## config.mk

```make
export PLATFORM = sky130hd
export DESIGN_NAME = jt49_bus_seq
export DESIGN_NICKNAME = d
export VERILOG_FILES = /design/src/rtl/jt49_bus_seq.sv
export SDC_FILE = /design/constraint.sdc
export NUM_CORES = 1
export LEC_CHECK = 0
export BUFFER_PORTS_ARGS = -buffer_cell sky130_fd_sc_hd__buf_4
export CORE_UTILIZATION = 25
export CTS_CLUSTER_DIAMETER = 30
export DETAILED_ROUTE_END_ITERATION = 12
export GPL_ROUTABILITY_DRIVEN = 0
export GPL_TIMING_DRIVEN = 0
export MAX_ROUTING_LAYER = met4
export PLACE_DENSITY = 0.55
export RECOVER_POWER = 50
export SKIP_LAST_GASP = 1
export SLEW_MARGIN = 20
export SYNTH_ARGS = -nofsm -noshare
export SYNTH_HDL_FRONTEND = slang
export SYNTH_SLANG_ARGS = --single-unit
```

## constraint.sdc

```tcl
create_clock -name clk -period 2.4 [get_ports clk]
set_input_delay 0.12 -clock clk [delete_from_list [all_inputs] [get_ports clk]]
set_output_delay 0.12 -clock clk [all_outputs]
set_load 0.1 [all_outputs]
```

## src/rtl/jt49_bus_seq.sv

```systemverilog
`default_nettype none
// +--------------------------------------------------------------------------+
// | jt49_bus_seq : valid/ready register access -> AY-3-8910 BDIR/BC1 cycles  |
// | Optional feature: JT49_ADDR_CACHE_EN (skip address latch on repeat addr) |
// | Revision: 1.0                                                            |
// +--------------------------------------------------------------------------+
module jt49_bus_seq #(
   parameter int HOLD = 2,
   parameter int GAP  = 1
) (
   input  logic       clk,
   input  logic       rst_n,
   input  logic       req,
   input  logic       rnw,
   input  logic [3:0] addr,
   input  logic [7:0] wdata,
   output logic       ready,
   output logic [7:0] rdata,
   output logic       rd_valid,
   output logic       bdir,
   output logic       bc1,
   output logic [7:0] bus_dout,
   input  logic [7:0] psg_din
);

   localparam logic [3:0] C_HOLD_M1 = 4'(HOLD - 1);
   localparam logic [3:0] C_GAP_M1  = 4'(GAP - 1);

   typedef enum logic [2:0] {
      S_IDLE  = 3'd0,
      S_LATCH = 3'd1,
      S_SEP   = 3'd2,
      S_WR    = 3'd3,
      S_RD    = 3'd4,
      S_TAIL  = 3'd5
   } state_t;

   state_t      r_state, w_state_n;
   logic [3:0]  r_cnt, w_cnt_n;
   logic        r_rnw, w_rnw_n;
   logic [3:0]  r_addr, w_addr_n;
   logic [7:0]  r_wdata, w_wdata_n;
   logic        w_accept, w_hit;
   logic        w_ready_n, w_bdir_n, w_bc1_n, w_rd_valid_n;
   logic [7:0]  w_bus_dout_n, w_rdata_n;

`ifdef JT49_ADDR_CACHE_EN
   logic [3:0]  r_last_addr;
   logic        r_cache_vld;

   assign w_hit = r_cache_vld && (addr == r_last_addr);

   always_ff @(posedge clk) begin
      if (!rst_n) begin
         r_last_addr <= 4'd0;
         r_cache_vld <= 1'b0;
      end else if (r_state == S_LATCH && r_cnt == 4'd0) begin
         r_last_addr <= r_addr;
         r_cache_vld <= 1'b1;
      end
   end
`else
   assign w_hit = 1'b0;
`endif

   // ready is only ever high in IDLE or the last TAIL cycle, so accept is safe here
   always_comb begin
      w_accept  = req && ready;
      w_rnw_n   = w_accept ? rnw   : r_rnw;
      w_addr_n  = w_accept ? addr  : r_addr;
      w_wdata_n = w_accept ? wdata : r_wdata;
      w_state_n = r_state;
      w_cnt_n   = r_cnt;

      if (w_accept) begin
         w_cnt_n = C_HOLD_M1;
         if (w_hit)
            w_state_n = rnw ? S_RD : S_WR;
         else
            w_state_n = S_LATCH;
      end else begin
         case (r_state)
            S_IDLE: ;
            S_LATCH: begin
               if (r_cnt == 4'd0) begin
                  w_state_n = S_SEP;
                  w_cnt_n   = 4'd0;
               end else begin
                  w_cnt_n = r_cnt - 4'd1;
               end
            end
            S_SEP: begin
               w_state_n = r_rnw ? S_RD : S_WR;
               w_cnt_n   = C_HOLD_M1;
            end
            S_WR, S_RD: begin
               if (r_cnt == 4'd0) begin
                  w_state_n = S_TAIL;
                  w_cnt_n   = C_GAP_M1;
               end else begin
                  w_cnt_n = r_cnt - 4'd1;
               end
            end
            S_TAIL: begin
               if (r_cnt == 4'd0) begin
                  w_state_n = S_IDLE;
                  w_cnt_n   = 4'd0;
               end else begin
                  w_cnt_n = r_cnt - 4'd1;
               end
            end
            default: begin
               w_state_n = S_IDLE;
               w_cnt_n   = 4'd0;
            end
         endcase
      end

      // Outputs are decoded from the next state so they are registered with it
      w_bdir_n     = 1'b0;
      w_bc1_n      = 1'b0;
      w_bus_dout_n = bus_dout;
      case (w_state_n)
         S_LATCH: begin
            w_bdir_n     = 1'b1;
            w_bc1_n      = 1'b1;
            w_bus_dout_n = {4'b0000, w_addr_n};
         end
         S_WR: begin
            w_bdir_n     = 1'b1;
            w_bus_dout_n = w_wdata_n;
         end
         S_RD: begin
            w_bc1_n      = 1'b1;
            w_bus_dout_n = 8'h00;
         end
         default: ;
      endcase

      w_ready_n    = (w_state_n == S_IDLE) || (w_state_n == S_TAIL && w_cnt_n == 4'd0);
      w_rd_valid_n = (r_state == S_RD) && (r_cnt == 4'd0) && !w_accept;
      w_rdata_n    = w_rd_valid_n ? psg_din : rdata;
   end

   always_ff @(posedge clk) begin
      if (!rst_n) begin
         r_state  <= S_IDLE;
         r_cnt    <= 4'd0;
         r_rnw    <= 1'b0;
         r_addr   <= 4'd0;
         r_wdata  <= 8'd0;
         ready    <= 1'b0;
         bdir     <= 1'b0;
         bc1      <= 1'b0;
         bus_dout <= 8'd0;
         rdata    <= 8'd0;
         rd_valid <= 1'b0;
      end else begin
         r_state  <= w_state_n;
         r_cnt    <= w_cnt_n;
         r_rnw    <= w_rnw_n;
         r_addr   <= w_addr_n;
         r_wdata  <= w_wdata_n;
         ready    <= w_ready_n;
         bdir     <= w_bdir_n;
         bc1      <= w_bc1_n;
         bus_dout <= w_bus_dout_n;
         rdata    <= w_rdata_n;
         rd_valid <= w_rd_valid_n;
      end
   end

endmodule
`default_nettype wire

```

==> flow_summary_export.csv, run 1 <==
group,metric,value,unit
global_routing,grt_max_degree,14,
detailed_routing,via_per_inst,4.77,
detailed_routing,vias,1503,
layout,final_cell_count_no_fill,315,
critical_path,r2r_start,"r_cnt[0]$_SDFF_PN0_",
status,outcome,"finished, final reports clean",
detailed_routing,remaining_drc_errors,0,
detailed_routing,wire_per_inst,12.0,um
floorplanning,rows,29,
critical_path,cp-start-kind,"flop",
synth,synth.ff_latch_count,40,
floorplanning,dieArea,6960,um^2
detailed_routing,drt_iter0_drc,85,
critical_path,path_cells,"inv_1 -> ha_1 -> nor3b_4 -> or4_1 -> a221oi_2 -> nor4_1 -> nand4_1 -> a21oi_1",
critical_path,required,2560,ps
synth,synth_top_area_share,48.3,%
synth,ys_seq_area_share,48.3,%
synth,post-synth-top-count-cell,"dfxtp_1",
placed_design,port_buffers,42,
pwr,vdd_drop_max,0.504,mV
floorplanning,core,6390,um^2
timing,drv_slew,0,
synth,synthCells,188,
clock_network,clockRootBuffer,"clkbuf_8",
pwr,leakagePower,0.830,nW
synth,synthArstFlopShare,0,%
critical_path,cp_max_fo,10,
synth,postSynthNetCount,214,
critical_path,slowest_stage,"or4_1",
clock_network,clockBufferDepth,2,
hold_path,hp-class,"in2reg",
global_routing,gr-usage-all-layers,12.2,%
layout,area_delta_synth_final,27.4,%
job,cap_violations,0,
synth,ys_types,43,
timing,hold_viol,0,
timing,max_freq,0.482,GHz
placed_design,dpl-instance-area,2070,um^2
global_routing,gr-total-overflow,0,
critical_path,rr_worst_depth,8,
layout,fill_cells,708,
synth,syn_area,1660,um^2
clock_network,post-cts-setup-buffer-count,0,
floorplanning,initial_core_util,26.0,%
floorplanning,die_x,83.4,um
critical_path,arrival,2230,ps
floorplanning,io_pins,44,
clock_network,tritoncts,"done",
timing,worst_slack,327,ps
synth,ys_warn_count,0,
synth,synth_area_leader_cell,"dfxtp_1",
synth,ys.flop_type,"dfxtp_1",
timing,maxSlewHeadroom,21.3,%
global_routing,antenna_found_initial,0,
critical_path,reg2reg_setup_slack,330,ps
global_routing,first_global_vias,1461,
timing,setup_viol,0,
timing,hold_ws,62.3,ps
synth,synth-edff-count,0,
floorplanning,die_height,83.4,um
hold_path,hp-start,"psg_din[2]",
critical_path,worst_setup_path_end_kind,"flop",
placed_design,dp_cells,307,
clock_network,clkTransAtPathRegs,80,ps
synth,syn_area_per_cell,8.82,um^2
layout,layout-drive-gt1-share,14.7,%
layout,diodes,0,
clock_network,cts_inserted_buffers,5,
synth,synthTopCellsByCount,"40 x dfxtp_1, 33 x nand2_1, 19 x a21oi_1, 15 x nor2_1, 9 x clkbuf_1",
critical_path,r2r_end,"ready$_SDFF_PN0_",
layout,design_area,2110,um^2
timing,totalNegativeSetupSlack,0,ps
critical_path,cp_slowest_stage_delay,530,ps
detailed_routing,drtAntennaViolNets,0,
clock_network,cts_sinks,40,
timing,period_share,86.4,%
timing,tightest_slew,1190,ps
timing,grt_setup_unrepaired,"false",
timing,finalClockSkew,8.47,ps
layout,layout.nets,263,
synth,synth_area_leaders,"dfxtp_1 48%, nand2_1 7.5%, a21oi_1 5.7%",
placed_design,dp_hpwl,2780,um
placed_design,dp_worst_setup_slack,233,ps
clock_network,clock_latency,290,ps
timing,final.min_clock_period,2070,ps
global_routing,grt_pass1_wl,6690,um
pwr,power_density,888,nW/um^2
clock_network,htreeDepth,2,
hold_path,hold_depth,3,
detailed_routing,first_pass_iters,5,
detailed_routing,drt_wl_total,3800,um
hold_path,hold_path_end,"rdata[2]$_SDFFE_PN0P_",
critical_path,path_class,"reg2reg",
-- registers in the layout (all words and copies together) (netlist names) --
register,flops
r_rnw,1
r_state,3
ready,1
bdir,1
r_addr,4
r_wdata,8
rd_valid,1
bus_dout,8
rdata,8
r_cnt,4
bc1,1
-- power by group --
part | internal, W | switching (W)
clock network | 0.000308 | 0.000233
logic | 0.000157 | 0.000415
registers | 0.000726 | 0.0000380
total | 0.00119 | 0.000686
-- final cells by class --
| class | count | area [um^2] | area share [%] |
|---|---|---|---|
| repair buffers | 42 | 240 | 11.4 |
| multi-input cells | 133 | 806 | 38.2 |
| inverters | 4 | 15.0 | 0.711 |
| well taps | 77 | 96.3 | 4.56 |
| clock inverters | 3 | 42.5 | 2.01 |
| clock buffers | 5 | 68.8 | 3.26 |
| flip-flops and latches | 40 | 801 | 37.9 |
| plain buffers | 11 | 42.5 | 2.01 |
-- stage by stage --
stage	utilization (%)	power (W)
3_5_place_dp	32.4	0.00137
6_report	33.1	0.00188
5_1_grt	33.1	0.00199
2_1_floorplan	-	0.00122
4_1_cts	34.1	0.00192
3_3_place_gp	32.4	0.00136
-- logic make-up (layout without fill, tap and decap cells) --
group,after synthesis,count (layout),synth area share [%]
flip-flops,40,40,48.3
AND/OR/NAND/NOR,78,78,23.6
XOR/XNOR,1,1,0.528
buffers and inverters,15,65,3.47
AO/OA/AOI/OAI,44,44,17.7
adder cells (fa/ha/maj),2,2,1.51
multiplexers,8,8,4.83
-- layout by cell type (no fill, tap or decap), types with 2 or more instances in the layout --
master | netlist | layout
buf_4 | 0 | 22
nand2b_1 | 3 | 3
inv_1 | 3 | 3
or3_1 | 3 | 3
ha_1 | 2 | 2
nor2b_1 | 2 | 2
clkbuf_8 | 0 | 5
a22oi_1 | 4 | 4
o21ai_0 | 2 | 2
nand2_1 | 33 | 33
clkbuf_1 | 9 | 29
nor3_1 | 2 | 2
nor2_1 | 15 | 15
a32o_1 | 4 | 4
a211oi_1 | 2 | 2
and2_1 | 4 | 2
mux2i_1 | 8 | 8
nor4_1 | 3 | 3
dfxtp_1 | 40 | 40
nand3b_1 | 2 | 2
a31oi_1 | 5 | 5
a21oi_1 | 19 | 19
and2_0 | 0 | 2
-- layer usage --
layer  part of all wire, %  GRT usage (%)  up-vias
met2                    45           19.2       34
li1                      -              -      759
met4                  0.71           3.24        0
met1                    49           15.6      706
met3                   4.8           3.48        4
met5                     0              -        -
-- worst max-delay path by stage --
stage	end	slack (ps)	cells after the start	from
6_report	ready$_SDFF_PN0_	330	8	r_cnt[0]$_SDFF_PN0_
2_1_floorplan	ready$_SDFF_PN0_	310	6	ready$_SDFF_PN0_
4_1_cts	bus_dout[3]$_SDFFE_PN0P_	210	8	r_cnt[0]$_SDFF_PN0_
3_5_place_dp	bus_dout[2]$_SDFFE_PN0P_	230	8	r_cnt[0]$_SDFF_PN0_
3_3_place_gp	bus_dout[3]$_SDFFE_PN0P_	290	8	r_cnt[0]$_SDFF_PN0_
5_1_grt	rdata[4]$_SDFFE_PN0P_	140	8	r_cnt[1]$_SDFF_PN0_
-- critical path, delay by kind of cell (launching register included) --
family	cells	cell delay, ps
buffers and inverters	1	80
AO/OA/AOI/OAI	2	350
AND/OR/NAND/NOR	4	930
adder cells (fa/ha/maj)	1	210
flip-flops	1	380
-- timing repair --
action                                  4_1_cts  5_1_grt
endpoints found under the setup margin        0        4
hold buffers                                  0        0
hold endpoints to repair                      0        0
gates resized for setup                       0        1
(Power assumes the default switching activity.)
==> inputs of run 2 (changes only) <==
Settings changed: PLACE_DENSITY 0.55 to 0.56.
Clock period 2.4 ns to 1.78 ns, I/O delays scaled along.
==> run 2 against run 1 <==
Compared with the run above: the flow now finishes with violations (setup timing); sequential share of layout area fell by 4.4 points; sequential cell count stayed put; first-iteration DRC count fell by 5.9%; maximum frequency is 8.2% higher; register-to-register slack worse by 460 ps; utilization grew 4.6 points; critical path type unchanged; total power increased by 50%; largest cell class unchanged; cell count grew 4.8%; critical path depth unchanged; final area increased by 14%.
==> flow_summary_export.csv, run 2 (synthesized netlist as in run 1, its figures left out) <==
group,metric,value,unit
status,outcome,"complete, but fails checks",
status,violations,"setup timing",
critical_path,cp_slowest_stage_delay,360,ps
global_routing,gr-usage-all-layers,12.9,%
global_routing,gr-total-overflow,0,
timing,worst_slack,-135,ps
critical_path,required,1940,ps
layout,multiInputGateArea,917,um^2
detailed_routing,first_pass_iters,4,
timing,hold_viol,0,
critical_path,reg2reg_setup_slack,-140,ps
critical_path,path_cells,"inv_2 -> ha_4 -> nor3b_4 -> nand3b_1 -> or3_4 -> buf_2 -> mux2i_1 -> nor2_1",
clock_network,cts_sinks,40,
critical_path,slowest_stage,"nor3b_4",
timing,totalNegativeSetupSlack,-1860,ps
layout,diodes,0,
critical_path,cp_max_fo,7,
clock_network,tritoncts,"done",
detailed_routing,wire_per_inst,13.0,um
clock_network,htreeDepth,2,
global_routing,grt_pass1_wl,7130,um
global_routing,antenna_found_initial,0,
hold_path,hp-class,"in2reg",
floorplanning,rows,29,
placed_design,port_buffers,42,
critical_path,worst_setup_path_end_kind,"flop",
detailed_routing,vias,1545,
layout,layout.nets,278,
layout,post-route-util,37.7,%
job,cap_violations,0,
layout,seqCellArea,807,um^2
detailed_routing,drtAntennaViolNets,0,
placed_design,dp_cells,307,
floorplanning,die_height,83.4,um
timing,maxSlewHeadroom,58.3,%
timing,hold_ws,26.8,ps
clock_network,clockBufferDepth,2,
global_routing,top_usage_layer,"met2",
global_routing,grtUsageMet3,3.48,%
layout,reg_top3,"bus_dout: 8 flops, r_wdata: 8 flops, rdata: 8 flops",
layout,final_cell_count_no_fill,330,
timing,grt_setup_unrepaired,"true",
detailed_routing,via_per_inst,4.68,
critical_path,path_class,"reg2reg",
detailed_routing,remaining_drc_errors,0,
floorplanning,io_pins,44,
floorplanning,core,6390,um^2
pwr,power_density,1170,nW/um^2
critical_path,arrival,2080,ps
clock_network,clkTransAtPathRegs,80,ps
timing,tightest_slew,620,ps
floorplanning,dieArea,6960,um^2
layout,area_delta_synth_final,45.1,%
global_routing,grt_util_met2,20.6,%
timing,setup_viol,20,
clock_network,clock_latency,290,ps
timing,drv_slew,0,
timing,max_freq,0.522,GHz
layout,final_common_cell,"dfxtp_1",
detailed_routing,drt_iter0_drc,80,
timing,final.min_clock_period,1920,ps
detailed_routing,drt_wl_total,4300,um
floorplanning,initial_core_util,26.0,%
clock_network,clockRootBuffer,"clkbuf_8",
clock_network,cts_inserted_buffers,5,
floorplanning,die_x,83.4,um
global_routing,use_met1,16.7,%
global_routing,first_global_vias,1533,
layout,layout-drive-gt1-share,38.3,%
placed_design,dp_hpwl,2760,um
timing,finalClockSkew,9.55,ps
timing,period_share,108,%
layout,final_cell_mix,"37 x dfxtp_1, 35 x buf_4, 32 x nand2_1",
pwr,vdd_drop_max,0.547,mV
critical_path,cp-start-kind,"flop",
layout,fill_cells,676,
global_routing,grt_max_degree,14,
pwr,leakagePower,1.01,nW
## run 2: cell types whose count changed in the layout (fill, tap and decap cells not counted), moves of 5 or more
cell | previous run | this run
buf_4 | 22 | 35
buf_6 | 0 | 5
clkbuf_1 | 29 | 4
clkbuf_2 | 0 | 22
## run 2: routing by layer
layer | routed length [um] | vias up
met2 | 2010 | 36
met1 | 2090 | 718
met4 | 20 | 0
met5 | 0 | -
li1 | - | 786
met3 | 172 | 5
## run 2: worst paths after layout
kind | startpoint | end | depth (start not counted)
max | r_cnt[0]$_SDFF_PN0_ | rdata[5]$_SDFFE_PN0P_ | 8
min | psg_din[7] | rdata[7]$_SDFFE_PN0P_ | 3
max reg2reg | r_cnt[0]$_SDFF_PN0_ | rdata[5]$_SDFFE_PN0P_ | 8
min reg2reg | r_wdata[5]$_SDFF_PN0_ | r_wdata[5]$_SDFF_PN0_ | 2
## run 2: layout make-up
type	count	area share, %
plain buffers	10	2.08
repair buffers	58	16.8
flip-flops and latches	40	33.6
multi-input cells	133	38.1
clock buffers	7	4.47
clock inverters	1	0.364
well taps	77	4.01
inverters	4	0.624
## run 2: critical path: cells and delay by family (launching register included)
family	cells	cell delay, ps
AND/OR/NAND/NOR	4	940
multiplexers	1	150
flip-flops	1	340
buffers and inverters	2	240
adder cells (fa/ha/maj)	1	130
## run 2: metrics by stage
step	instance area, um^2	total power, W	setup slack [ps]
6_report	2400	0.00282	-135
4_1_cts	2350	0.00276	-98.4
5_1_grt	2400	0.00296	-229
3_5_place_dp	2090	0.00186	-334
3_3_place_gp	2090	0.00185	-313
2_1_floorplan	1680	0.00165	-3.55
## run 2: power by group
part	internal, W	leakage (nW)	switching (W)
Clock	0.000402	0.0596	0.000322
Sequential	0.000984	0.326	0.0000524
Combinational	0.000399	0.626	0.000657
Total	0.00179	1.01	0.00103
## run 2: repair_timing
| item | 4_1_cts | 5_1_grt |
|---|---|---|
| hold buffers | 0 | 0 |
| resized for setup | 16 | 17 |
| cloned | 0 | 1 |
| setup buffers | 10 | 5 |
| pin swaps | 4 | 10 |
| endpoints found under the setup margin | 21 | 32 |
